$ cat src/rtl/const_cfg_bank.sv
// Shift-loaded constant bank: serial config goes into a shadow register and is
// committed atomically to the registered outputs, with length checking.
module const_cfg_bank #(
  parameter int unsigned       WIDTH       = 8,
  parameter logic [WIDTH-1:0]  RESET_VAL   = '0,
  parameter int unsigned       CHECK_COUNT = 1
) (
  input  logic             prog_clk,
  input  logic             pReset,
  input  logic             shift_en,
  input  logic             ccff_head,
  input  logic             commit,
  output logic             ccff_tail,
  output logic [WIDTH-1:0] const_out,
  output logic             cfg_valid,
  output logic             cfg_err
);

  localparam int unsigned CW = $clog2(WIDTH + 2);

  typedef enum logic [1:0] {
    EMPTY   = 2'd0,
    LOADING = 2'd1,
    ACTIVE  = 2'd2
  } state_t;

  state_t           r_state;
  logic [WIDTH-1:0] r_shadow;
  logic [WIDTH-1:0] r_active;
  logic [CW-1:0]    r_count;
  logic             r_valid;
  logic             r_err;
  logic             w_count_ok;

  // Exact length required in checked mode; any non-empty load otherwise.
  assign w_count_ok = (CHECK_COUNT != 0) ? (r_count == CW'(WIDTH))
                                         : (r_count != CW'(0));

  always_ff @(posedge prog_clk or posedge pReset) begin
    if (pReset) begin
      r_state  <= EMPTY;
      r_shadow <= '0;
      r_active <= RESET_VAL;
      r_count  <= '0;
      r_valid  <= 1'b0;
      r_err    <= 1'b0;
    end else begin
      r_err <= 1'b0;
      if (shift_en) begin
        r_shadow <= {r_shadow[WIDTH-2:0], ccff_head};
        r_err    <= commit;
        if (r_state == LOADING) begin
          if (r_count != CW'(WIDTH + 1))
            r_count <= r_count + CW'(1);
        end else begin
          r_count <= CW'(1);
          r_state <= LOADING;
        end
      end else if (commit && (r_state == LOADING)) begin
        r_count <= '0;
        if (w_count_ok) begin
          r_active <= r_shadow;
          r_valid  <= 1'b1;
          r_state  <= ACTIVE;
        end else begin
          r_err   <= 1'b1;
          r_state <= r_valid ? ACTIVE : EMPTY;
        end
      end
    end
  end

  assign ccff_tail = r_shadow[WIDTH-1];
  assign const_out = r_active;
  assign cfg_valid = r_valid;
  assign cfg_err   = r_err;

endmodule

$ cat config.mk
export PLATFORM = sky130hd
export DESIGN_NAME = const_cfg_bank
export DESIGN_NICKNAME = d
export VERILOG_FILES = /design/src/rtl/const_cfg_bank.sv
export SDC_FILE = /design/constraint.sdc
export NUM_CORES = 1
export LEC_CHECK = 0
export ABC_AREA = 1
export BUFFER_PORTS_ARGS = -buffer_cell sky130_fd_sc_hd__buf_2
export CAP_MARGIN = 30
export CELL_PAD_IN_SITES_DETAIL_PLACEMENT = 1
export CELL_PAD_IN_SITES_GLOBAL_PLACEMENT = 2
export CORE_AREA = 2 2 60 62
export DETAILED_ROUTE_END_ITERATION = 6
export DIE_AREA = 0 0 62 64
export PLACE_DENSITY_LB_ADDON = 0.1
export RECOVER_POWER = 50
export SLEW_MARGIN = 25
export SYNTH_ARGS = -nofsm -noshare
export SYNTH_HDL_FRONTEND = slang
export SYNTH_SLANG_ARGS = --single-unit
export TNS_END_PERCENT = 50
$ cat constraint.sdc
create_clock -name prog_clk -period 2.3 [get_ports prog_clk]
set_clock_uncertainty 0.05 [all_clocks]
set_input_delay 0.115 -clock prog_clk [delete_from_list [all_inputs] [get_ports prog_clk]]
set_output_delay 0.115 -clock prog_clk [all_outputs]
set_load 0.03 [all_outputs]
==> flow_metrics.env <==
export IMPL_status="completed"
export IMPL_syn_area_mm2=0.00114
export IMPL_drv_slew=0
export IMPL_worst_path_max_delay_cell="dfrtp_1"
export IMPL_crit_family="simple AND/OR/NAND/NOR gates"
export IMPL_period_minus_slack_ps=1390
export IMPL_setup_viol=0
export IMPL_drc=0
export IMPL_clk_latency_ps=310
export IMPL_slew_headroom_pct=65.1
export IMPL_drt_pre_antenna_iters=2
export IMPL_synth_largest_area_cell="dfrtp_1"
export IMPL_critPathCapture="const_out[2]$_DFFE_PP0P_"
export IMPL_routed_wl_um=2490
export IMPL_final_hold_viol_count=0
export IMPL_detail_route_wl_per_cell_um=12.3
export IMPL_holdCritPathClass="in -> reg"
export IMPL_p_leak_nw=0.769
export IMPL_gr_total_overflow=0
export IMPL_io_pins=16
export IMPL_post_synth_top_area_fraction_pct=52.9
export IMPL_syn_num_nets=144
export IMPL_synth_warnings=0
export IMPL_yosysSeqAreaShare_pct=52.9
export IMPL_ant_nets=0
export IMPL_path_cells="inv_1, ha_1, inv_1, nor2_4, nand2_4, nor2_8, nand2_1, nand2_1"
export IMPL_cts_resized=0
export IMPL_hpwl_um=1890
export IMPL_clock_tree_root_cell="clkbuf_4"
export IMPL_die_x_um=62
export IMPL_yosysUniqueCellTypes=17
export IMPL_crit_start="r_count[0]$_DFFE_PP0P_"
export IMPL_critPathKind="reg -> reg"
export IMPL_irDropWorstVdd_mv=0.337
export IMPL_die_area_mm2=0.00397
export IMPL_first_iter_violations=19
export IMPL_coreArea_mm2=0.00328
export IMPL_end_kind="flip-flop"
export IMPL_hold_slack_ps=36.9
export IMPL_yosys_top_cells_area="dfrtp_1, nand2_1, inv_1, ha_1, o21ai_0"
export IMPL_gp_congestion=0.693
export IMPL_crit_buf_inv=2
export IMPL_final_setup_tns_ps=0
export IMPL_die_height_um=64
export IMPL_vias_per_cell=4.56
export IMPL_synthCells=136
export IMPL_grt_use_total_pct=14.4
export IMPL_cp_arrival_ps=1600
export IMPL_vias=926
export IMPL_clockBufferDepth=2
export IMPL_maxCapViolCount=0
export IMPL_syn_avg_cell_area_um2=8.35
export IMPL_final_cell_mix="nand2_1, dfrtp_1, buf_2"
export IMPL_grt_pass1_wl_um=4260
export IMPL_area_growth_pct=16.4
export IMPL_diodes=0
export IMPL_fill_cells=420
export IMPL_path_clk_slew_ps=130
export IMPL_r2r_start="r_count[0]$_DFFE_PP0P_"
export IMPL_required_ps=2510
export IMPL_reg2reg_depth=8
export IMPL_crit_fanout=8
export IMPL_reg2reg_slack_ps=910
export IMPL_slowest_delay_ps=450
export IMPL_fp_row_count=21
export IMPL_r2r_end="const_out[2]$_DFFE_PP0P_"
export IMPL_htreeDepth=1
export IMPL_ys_ff_latch=24
export IMPL_grt_max_degree=17
export IMPL_clock_sinks=24
export IMPL_path_depth=8
export IMPL_rsz0062_at_grt="no"
export IMPL_powerDensity_mw_per_mm2=640
export IMPL_grt_pass1_vias=974
export IMPL_initial_core_util_pct=34.6
export IMPL_port_buffers=15
export IMPL_numCtsBuffers=3
export IMPL_grt_antenna_before_repair=0
export IMPL_worstMarginPinSlew_ps=523
export IMPL_cts_tree="done"
export IMPL_layout_commonest_cell="nand2_1"
export IMPL_cp_start_kind="flip-flop"
export IMPL_finalNetCount=166
export IMPL_min_period_over_period_pct=60.4
export IMPL_clock_fmax_mhz=720
export IMPL_drive_gt1_share_pct=20.4
## metrics by stage
step,cells,setup WS [ps],utilization [%],total power [W],area [µm²]
after global routing,203,787,40.3,0.000896,1320
after detailed placement,197,924,38.8,0.000629,1270
after global placement,197,959,38.8,0.000622,1270
after CTS,203,896,40.5,0.000866,1330
final,203,910,40.3,0.000846,1320
after floorplan,136,1070,-,0.000584,1140
## cell type report
class | instances | area, µm² | share of cell area [%]
inverter | 15 | 57.6 | 4.35
tap | 46 | 57.6 | 4.35
multi-input combinational | 95 | 468 | 35.4
sequential | 24 | 601 | 45.4
clock buffer | 4 | 36.3 | 2.74
timing repair buffer | 19 | 103 | 7.76
## sequential cells by signal, indices dropped and copies added, names as in the netlist
register	count
cfg_valid	1
const_out	8
r_state	2
cfg_err	1
r_count	4
r_shadow	8
## worst register-to-register path, delay by kind of cell (launching register included)
kind                     cells  cell delay (ps)
adder cells (fa/ha/maj)      1              140
buffers and inverters        2              160
flip-flops                   1              450
AND/OR/NAND/NOR              5              540
## worst min path at each step
stage                 from                  endpoint  slack (ps)  cells after the start
floorplan           pReset         cfg_err$_DFF_PP0_          80                      1
global placement    pReset    r_count[0]$_DFFE_PP0P_         130                      2
detailed placement  pReset  const_out[1]$_DFFE_PP0P_         140                      2
CTS                 commit         cfg_err$_DFF_PP0_          10                      3
global route        commit         cfg_err$_DFF_PP0_          30                      3
finish              commit         cfg_err$_DFF_PP0_          40                      3
## timing repair
item | 4_1_cts | 5_1_grt
hold buffers | 2 | 0
endpoints found under the setup margin | 0 | 0
setup buffers | 0 | 0
endpoints found under the hold margin | 12 | 0
## metal layers
metal | vias to the layer above | GRT usage [%] | share of wire [%]
met5 | - | 0 | 0
met4 | 0 | 4.79 | 0.76
met3 | 2 | 1.82 | 1.8
met2 | 6 | 22.9 | 49
met1 | 465 | 19.7 | 48
li1 | 453 | - | -
## cells in the mapped netlist, drive strengths merged
cell	n
ha	3
nand2	72
inv	14
dfrtp	24
nor2	7
buf	2
nand3	5
clkinv	1
o21ai	6
nand4	2
## where the power goes
group	leakage, nW	switching (W)	total (W)	internal [W]
registers	0.312	0.0000283	0.000483	0.000455
clock network	0.0210	0.000132	0.000229	0.0000967
logic	0.436	0.0000922	0.000134	0.0000422
## cells by family after synthesis
kind of cell	share of synthesized area, %
adders and majority gates	3.30
buffers and inverters	5.95
DFF	52.9
AOI/OAI and AO/OA	2.64
and+or+nand+nor	35.2
Note: power is estimated with default switching activity, not from simulation.
